[src/rtl/hilo_if.sv]
// HI/LO controller bus: EX-stage mul/div request, unit completion, writeback
// MTHI/MTLO writes and the HI/LO values and stall/error flags returned.
interface hilo_if;
  logic        md_start;
  logic [5:0]  funct;
  logic        md_done;
  logic [63:0] md_result;
  logic        flush;
  logic        wb_hi_we;
  logic        wb_lo_we;
  logic [31:0] wb_hi;
  logic [31:0] wb_lo;
  logic [31:0] hi;
  logic [31:0] lo;
  logic        stall_req;
  logic        md_timeout;

  modport master (
    output md_start, funct, md_done, md_result, flush,
           wb_hi_we, wb_lo_we, wb_hi, wb_lo,
    input  hi, lo, stall_req, md_timeout
  );

  modport slave (
    input  md_start, funct, md_done, md_result, flush,
           wb_hi_we, wb_lo_we, wb_hi, wb_lo,
    output hi, lo, stall_req, md_timeout
  );
endinterface

[src/rtl/hilo_ctrl.sv]
// HI/LO register controller: sequences mul/div ops, stalls the pipeline and
// commits results. Define HILO_FWD_EN to forward same-cycle writes onto hi/lo.
//
// state  | meaning
// IDLE   | no operation pending, watching EX for a mul/div
// BUSY   | waiting on md_done, watchdog counting
// COMMIT | latched result being written to HI/LO
module hilo_ctrl (
  input  logic  clk,
  input  logic  rst,
  hilo_if.slave bus
);
  localparam logic [5:0] FUNCT_MULT   = 6'h18;
  localparam logic [5:0] FUNCT_MULTU  = 6'h19;
  localparam logic [5:0] FUNCT_DIV    = 6'h1A;
  localparam logic [5:0] FUNCT_DIVU   = 6'h1B;
  localparam logic [5:0] FUNCT2_MADD  = 6'h00;
  localparam logic [5:0] FUNCT2_MADDU = 6'h01;
  localparam logic [5:0] FUNCT2_MUL   = 6'h02;
  localparam logic [5:0] FUNCT2_MSUB  = 6'h04;
  localparam logic [5:0] FUNCT2_MSUBU = 6'h05;

  typedef enum logic [1:0] {IDLE, BUSY, COMMIT} state_t;

  state_t      state, state_nxt;
  logic [1:0]  rst_sync;
  logic        rst_s;
  logic [5:0]  wd_cnt, wd_nxt;
  logic [63:0] res_q;
  logic        wr_q;
  logic [31:0] hi_q, lo_q;
  logic        timeout_q;
  logic        is_md, is_wr, start_ok;
  logic        stall, enter, latch, commit_we, set_to;

  // assert immediately, release aligned to clk
  always_ff @(posedge clk or negedge rst) begin
    if (!rst) rst_sync <= 2'b00;
    else      rst_sync <= {rst_sync[0], 1'b1};
  end
  assign rst_s = rst_sync[1];

  always_comb begin
    is_md = 1'b0;
    is_wr = 1'b0;
    case (bus.funct)
      FUNCT_MULT, FUNCT_MULTU, FUNCT_DIV, FUNCT_DIVU,
      FUNCT2_MADD, FUNCT2_MADDU, FUNCT2_MSUB, FUNCT2_MSUBU: begin
        is_md = 1'b1;
        is_wr = 1'b1;
      end
      FUNCT2_MUL: is_md = 1'b1;
      default: ;
    endcase
  end

  assign start_ok = bus.md_start && !bus.flush && is_md;

  always_comb begin
    state_nxt = state;
    stall     = 1'b0;
    enter     = 1'b0;
    latch     = 1'b0;
    commit_we = 1'b0;
    set_to    = 1'b0;
    case (state)
      IDLE: begin
        if (start_ok) begin
          stall     = 1'b1;
          enter     = 1'b1;
          state_nxt = BUSY;
        end
      end
      BUSY: begin
        stall = 1'b1;
        if (bus.flush) begin
          state_nxt = IDLE;
        end else if (bus.md_done) begin
          latch     = 1'b1;
          state_nxt = COMMIT;
        end else if (wd_cnt == 6'd62) begin
          set_to    = 1'b1;
          state_nxt = IDLE;
        end
      end
      COMMIT: begin
`ifndef HILO_FWD_EN
        stall = 1'b1;
`endif
        commit_we = wr_q && !bus.flush;
        state_nxt = IDLE;
      end
      default: state_nxt = IDLE;
    endcase
  end

  // counter ends at 63 on the edge that leaves BUSY after 63 cycles
  always_comb begin
    wd_nxt = wd_cnt;
    if (enter)              wd_nxt = 6'd0;
    else if (state == BUSY) wd_nxt = wd_cnt + 6'd1;
  end

  always_ff @(posedge clk or negedge rst_s) begin
    if (!rst_s) begin
      state     <= IDLE;
      wd_cnt    <= 6'd0;
      res_q     <= 64'd0;
      wr_q      <= 1'b0;
      hi_q      <= 32'd0;
      lo_q      <= 32'd0;
      timeout_q <= 1'b0;
    end else begin
      state  <= state_nxt;
      wd_cnt <= wd_nxt;
      if (enter)  wr_q      <= is_wr;
      if (latch)  res_q     <= bus.md_result;
      if (set_to) timeout_q <= 1'b1;
      if (commit_we) begin
        hi_q <= res_q[63:32];
        lo_q <= res_q[31:0];
      end else begin
        if (bus.wb_hi_we) hi_q <= bus.wb_hi;
        if (bus.wb_lo_we) lo_q <= bus.wb_lo;
      end
    end
  end

  assign bus.stall_req  = stall && rst_s;
  assign bus.md_timeout = timeout_q;

`ifdef HILO_FWD_EN
  assign bus.hi = commit_we ? res_q[63:32] :
                  (bus.wb_hi_we && rst_s) ? bus.wb_hi : hi_q;
  assign bus.lo = commit_we ? res_q[31:0] :
                  (bus.wb_lo_we && rst_s) ? bus.wb_lo : lo_q;
`else
  assign bus.hi = hi_q;
  assign bus.lo = lo_q;
`endif
endmodule

[src/flat_wrapper.sv]
// flat-port wrapper written by rule: the top's interface ports become plain ports
module hilo_ctrl_flat 
  (clk, rst, bus_md_start, bus_funct, bus_md_done, bus_md_result, bus_flush, bus_wb_hi_we, bus_wb_lo_we, bus_wb_hi, bus_wb_lo, bus_hi, bus_lo, bus_stall_req, bus_md_timeout);
  hilo_if bus_i ();
  input  logic clk;
  input  logic rst;
  input wire logic [$bits(bus_i.md_start)-1:0] bus_md_start;
  input wire logic [$bits(bus_i.funct)-1:0] bus_funct;
  input wire logic [$bits(bus_i.md_done)-1:0] bus_md_done;
  input wire logic [$bits(bus_i.md_result)-1:0] bus_md_result;
  input wire logic [$bits(bus_i.flush)-1:0] bus_flush;
  input wire logic [$bits(bus_i.wb_hi_we)-1:0] bus_wb_hi_we;
  input wire logic [$bits(bus_i.wb_lo_we)-1:0] bus_wb_lo_we;
  input wire logic [$bits(bus_i.wb_hi)-1:0] bus_wb_hi;
  input wire logic [$bits(bus_i.wb_lo)-1:0] bus_wb_lo;
  output wire logic [$bits(bus_i.hi)-1:0] bus_hi;
  output wire logic [$bits(bus_i.lo)-1:0] bus_lo;
  output wire logic [$bits(bus_i.stall_req)-1:0] bus_stall_req;
  output wire logic [$bits(bus_i.md_timeout)-1:0] bus_md_timeout;
  assign bus_i.md_start = bus_md_start;
  assign bus_i.funct = bus_funct;
  assign bus_i.md_done = bus_md_done;
  assign bus_i.md_result = bus_md_result;
  assign bus_i.flush = bus_flush;
  assign bus_i.wb_hi_we = bus_wb_hi_we;
  assign bus_i.wb_lo_we = bus_wb_lo_we;
  assign bus_i.wb_hi = bus_wb_hi;
  assign bus_i.wb_lo = bus_wb_lo;
  assign bus_hi = bus_i.hi;
  assign bus_lo = bus_i.lo;
  assign bus_stall_req = bus_i.stall_req;
  assign bus_md_timeout = bus_i.md_timeout;
  hilo_ctrl u_core (.clk(clk), .rst(rst), .bus(bus_i));
endmodule
[config.mk]
export PLATFORM = sky130hd
export DESIGN_NAME = hilo_ctrl_flat
export DESIGN_NICKNAME = d
export VERILOG_FILES = /design/src/rtl/hilo_if.sv /design/src/rtl/hilo_ctrl.sv /design/src/flat_wrapper.sv
export SDC_FILE = /design/constraint.sdc
export NUM_CORES = 1
export LEC_CHECK = 0
export ABC_CLOCK_PERIOD_IN_PS = 11300
export CAP_MARGIN = 10
export CORE_MARGIN = 5
export CORE_UTILIZATION = 35
export CTS_CLUSTER_DIAMETER = 120
export CTS_CLUSTER_SIZE = 24
export DETAILED_ROUTE_END_ITERATION = 12
export DONT_BUFFER_PORTS = 1
export PLACE_DENSITY_LB_ADDON = 0.1
export SETUP_SLACK_MARGIN = 0.5
export SYNTH_ARGS = -nofsm -noshare
export SYNTH_HDL_FRONTEND = slang
export SYNTH_SLANG_ARGS = --single-unit
export TNS_END_PERCENT = 30
[constraint.sdc]
create_clock -name clk -period 11.3 [get_ports clk]
set_input_delay 0.565 -clock clk [delete_from_list [all_inputs] [get_ports clk]]
set_output_delay 0.565 -clock clk [all_outputs]
set_load 0.01 [all_outputs]
==> impl_metrics.xml <==
<?xml version="1.0" encoding="UTF-8"?>
<metrics>
  <group name="setup_path">
    <metric name="worstSetupEndpointType" unit="">output port</metric>
    <metric name="required" unit="ns">10.74</metric>
    <metric name="cpPeakStageDelay" unit="ns">1.03</metric>
    <metric name="cp.buffers_inverters" unit="">0</metric>
    <metric name="cp-startpoint" unit="">u_core.rst_sync[1]</metric>
    <metric name="critPathTopFamily" unit="">flip-flops</metric>
    <metric name="worst_path_max_delay_cell" unit="">dfrtp_4</metric>
    <metric name="critical_path_class" unit="">reg2out</metric>
    <metric name="reg2reg_from" unit="">u_core.state[1]</metric>
    <metric name="worstPathMaxFanout" unit="">73</metric>
    <metric name="worstPathCellList" unit="">nor3b_1</metric>
    <metric name="timing.critical_path.from_type" unit="">register</metric>
    <metric name="critPathArrivalTime" unit="ns">1.89</metric>
  </group>
  <group name="grt">
    <metric name="first_pass_grt_wire_length" unit="um">20770</metric>
    <metric name="grt_use_total" unit="%">13.52</metric>
    <metric name="grt_max_degree" unit="">74</metric>
    <metric name="overflow" unit="">0</metric>
    <metric name="grt_antenna_before_repair" unit="">1</metric>
    <metric name="grt_pass1_vias" unit="">3693</metric>
  </group>
  <group name="pwr">
    <metric name="pwr_density_cell" unit="mW/mm^2">230.0</metric>
    <metric name="static-leakage-power" unit="nW">3.068</metric>
    <metric name="max_ir_drop_vdd" unit="V">0.00009567</metric>
  </group>
  <group name="routing">
    <metric name="firstDrtPassIters" unit="">4</metric>
    <metric name="dr_total_vias" unit="">3488</metric>
    <metric name="detail-route-antenna-nets" unit="">0</metric>
    <metric name="maxUsedRoutingLayer" unit="">met5</metric>
    <metric name="route.met2.wl" unit="um">6459</metric>
    <metric name="met1_wl" unit="um">5377</metric>
    <metric name="routed_via_density" unit="">4.941</metric>
    <metric name="wirelength" unit="um">13140</metric>
    <metric name="drt_iter0_drc" unit="">131</metric>
    <metric name="drc" unit="">0</metric>
    <metric name="post_drt_wl_per_cell" unit="um">18.61</metric>
    <metric name="routed-wl-met3" unit="um">1131</metric>
  </group>
  <group name="clocking">
    <metric name="cts-root-to-sink-buffers" unit="">2</metric>
    <metric name="clkSinkCount" unit="">140</metric>
    <metric name="postCtsResizedCells" unit="">0</metric>
    <metric name="cts-buffers-inserted" unit="">17</metric>
    <metric name="clkSlewWorstSetupHoldPaths" unit="ns">0.06</metric>
    <metric name="cts-root-buf" unit="">clkbuf_16</metric>
    <metric name="htreeDepth" unit="">4</metric>
    <metric name="tritoncts" unit="">done</metric>
    <metric name="clkLatencyLatePin" unit="ns">0.40</metric>
  </group>
  <group name="final_layout">
    <metric name="filler_cell_count" unit="">1624</metric>
    <metric name="area.sequential" unit="sq mm">0.003507</metric>
    <metric name="final_layout_size_suffix_gt1_share" unit="%">20.62</metric>
    <metric name="area_growth_syn_to_layout" unit="%">12.45</metric>
    <metric name="final_net_count" unit="">621</metric>
    <metric name="multi_input_comb_area" unit="sq mm">0.002280</metric>
    <metric name="fin_cells" unit="">706</metric>
  </group>
  <group name="synth">
    <metric name="synth.most_common_cell" unit="">dfrtp_1</metric>
    <metric name="synth.cell_area" unit="sq mm">0.005938</metric>
    <metric name="postSynth.topFlopCell" unit="">dfrtp_1</metric>
    <metric name="synthDominantAreaCellType" unit="">dfrtp_1</metric>
    <metric name="post_synth_inst_count" unit="">481</metric>
    <metric name="synth_top_cell_area_share" unit="%">59.00</metric>
    <metric name="ys_top_cells_by_area" unit="">dfrtp_1, mux2_2, mux2i_1, a21oi_1, nor2_1</metric>
    <metric name="yosysWarnings" unit="">0</metric>
    <metric name="sequential_share_of_the_synthesized_area" unit="%">59.00</metric>
    <metric name="synth_seq_cells" unit="">140</metric>
    <metric name="synth_edf_count" unit="">0</metric>
    <metric name="yosysUniqueCellTypes" unit="">30</metric>
    <metric name="asyncSetResetFlopFracSynth" unit="%">100.0</metric>
    <metric name="netlist_top_cells_count" unit="">dfrtp_1, nor2_1, a21oi_1</metric>
    <metric name="synthesis.area_per_instance" unit="sq um">12.35</metric>
    <metric name="synth_nets" unit="">628</metric>
  </group>
  <group name="floorplan">
    <metric name="placeableCoreArea" unit="sq mm">0.01664</metric>
    <metric name="initial_core_util" unit="%">35.68</metric>
    <metric name="design.portCount" unit="">207</metric>
    <metric name="chipHeight" unit="um">140.3</metric>
    <metric name="die_w" unit="um">140.3</metric>
    <metric name="die_area" unit="sq mm">0.01967</metric>
    <metric name="fp_rows" unit="">47</metric>
  </group>
  <group name="sta">
    <metric name="finClkSkew" unit="ns">0.005498</metric>
    <metric name="fin_hold_ws" unit="ns">0.3040</metric>
    <metric name="setup-tns-final" unit="ns">0</metric>
    <metric name="timing.final.max_slew_violations" unit="">0</metric>
    <metric name="timing.final.ws_setup" unit="ns">8.846</metric>
    <metric name="grt_setup_unrepaired" unit="">no</metric>
    <metric name="slew_margin_rel" unit="%">35.84</metric>
    <metric name="count_of_endpoints_failing_hold_in_the_final_timing_report" unit="">0</metric>
    <metric name="max_freq" unit="MHz">407.5</metric>
    <metric name="setup_viol" unit="">0</metric>
    <metric name="tightest_slew" unit="ns">0.9624</metric>
    <metric name="layout_min_cycle_time" unit="ns">2.454</metric>
    <metric name="final_min_period_over_clock_period" unit="%">21.72</metric>
  </group>
  <group name="place">
    <metric name="post-place-cells" unit="">674</metric>
    <metric name="place.gp.congestion" unit="">0.7666</metric>
    <metric name="hpwl_after_detailed_placement" unit="um">9346</metric>
    <metric name="dp_worst_setup_slack" unit="ns">8.933</metric>
    <metric name="port-buffer-count" unit="">0</metric>
  </group>
  <group name="worst_hold_path">
    <metric name="worst_hold_startpoint" unit="">bus_md_result[1]</metric>
    <metric name="tightest_hold_check_type" unit="">in2reg</metric>
  </group>
  <group name="outcome">
    <metric name="status" unit="">completed</metric>
  </group>
  <group name="flow_run">
    <metric name="max_cap_viol_count" unit="">0</metric>
  </group>
</metrics>
## power by group
| part | leakage, nW | internal, mW | total, mW | switching (mW) |
|---|---|---|---|---|
| logic | 1.13 | 0.151 | 0.249 | 0.0985 |
| registers | 1.68 | 0.658 | 0.767 | 0.109 |
| clock network | 0.264 | 0.323 | 0.519 | 0.196 |
## sequential cells by signal, summed over array words and instances (netlist names)
name	flops
u_core.bus.hi	32
u_core.bus.lo	32
u_core.bus.md_timeout	1
u_core.res_q	64
u_core.rst_sync	2
u_core.state	2
u_core.wd_cnt	6
u_core.wr_q	1
## worst register-to-register path, delay by kind of cell, from the launching register on
kind | cells | cell delay (ns)
buf+inv | 2 | 0.78
mux | 1 | 0.46
flops | 1 | 0.39
fa+ha+maj | 1 | 0.29
simple gates | 1 | 0.15
## worst paths after layout
check	to	slack, ns	cells after the start
max reg2reg	u_core.res_q[25]	9.11	5
min	u_core.res_q[1]	0.30	1
max in group asynchronous	u_core.res_q[59]	9.36	1
min reg2reg	u_core.rst_sync[1]	0.35	0
max	bus_stall_req	8.85	1
min in group asynchronous	u_core.rst_sync[0]	0.39	1
## cells in the final DEF, fill, tap and decap left out
cell type	count
dfrtp_1	139
nor2_1	74
a21oi_1	68
mux2i_1	64
mux2_2	64
clkbuf_16	17
ha_1	6
inv_1	5
clkbuf_8	4
buf_4	4
nand3b_1	3
xor2_1	3
nand2_1	3
clkinvlp_4	3
clkbuf_1	3
nor3b_1	2
nand4_1	2
xnor2_1	2
o21ai_0	2
clkinv_2	2
diode_2	1
or3_1	1
or4_4	1
or3b_2	1
a31oi_4	1
and2_1	1
a211oi_1	1
nand3_1	1
a21o_1	1
o311ai_0	1
o2bb2ai_1	1
mux2_4	1
bufinv_16	1
dlygate4sd3_1	1
conb_1	1
dfrtp_4	1
## stage by stage
stage | cell area [sq um] | utilization [%] | power [mW]
floorplan | 5938 | - | 0.9703
global placement | 6111 | 36.72 | 1.015
detailed placement | 6111 | 36.72 | 1.029
CTS | 6675 | 40.11 | 1.560
global route | 6675 | 40.11 | 1.632
finish | 6678 | 40.12 | 1.536
## timing repair
| item | in CTS | in global routing |
|---|---|---|
| setup buffers | 0 | 0 |
| hold buffers | 1 | 0 |
| endpoints found under the hold margin | 2 | 0 |
## logic make-up after synthesis
kind of cell / share of synthesized area, %
flip-flops: 59.00
AND/OR/NAND/NOR: 6.342
buffers and inverters: 2.613
AO/OA/AOI/OAI: 6.806
multiplexers: 23.18
adder cells (fa/ha/maj): 1.264
other: 0.06315
XOR/XNOR: 0.7376
## routing by layer
metal / GRT usage (%) / vias up
met1: 16.23 / 1707
met3: 6.374 / 13
met4: 4.742 / 2
li1: - / 1654
met5: 0 / -
met2: 21.37 / 112
## cell type report
type	count	area share, %
clock buffer	24	7.364
timing repair buffer	5	0.5996
tap	220	4.122
inverter	5	0.2811
multi-input combinational	305	34.14
clock inverter	6	0.9369
antenna	1	0.03747
sequential	140	52.52
Note: power is estimated with default switching activity, not from simulation.
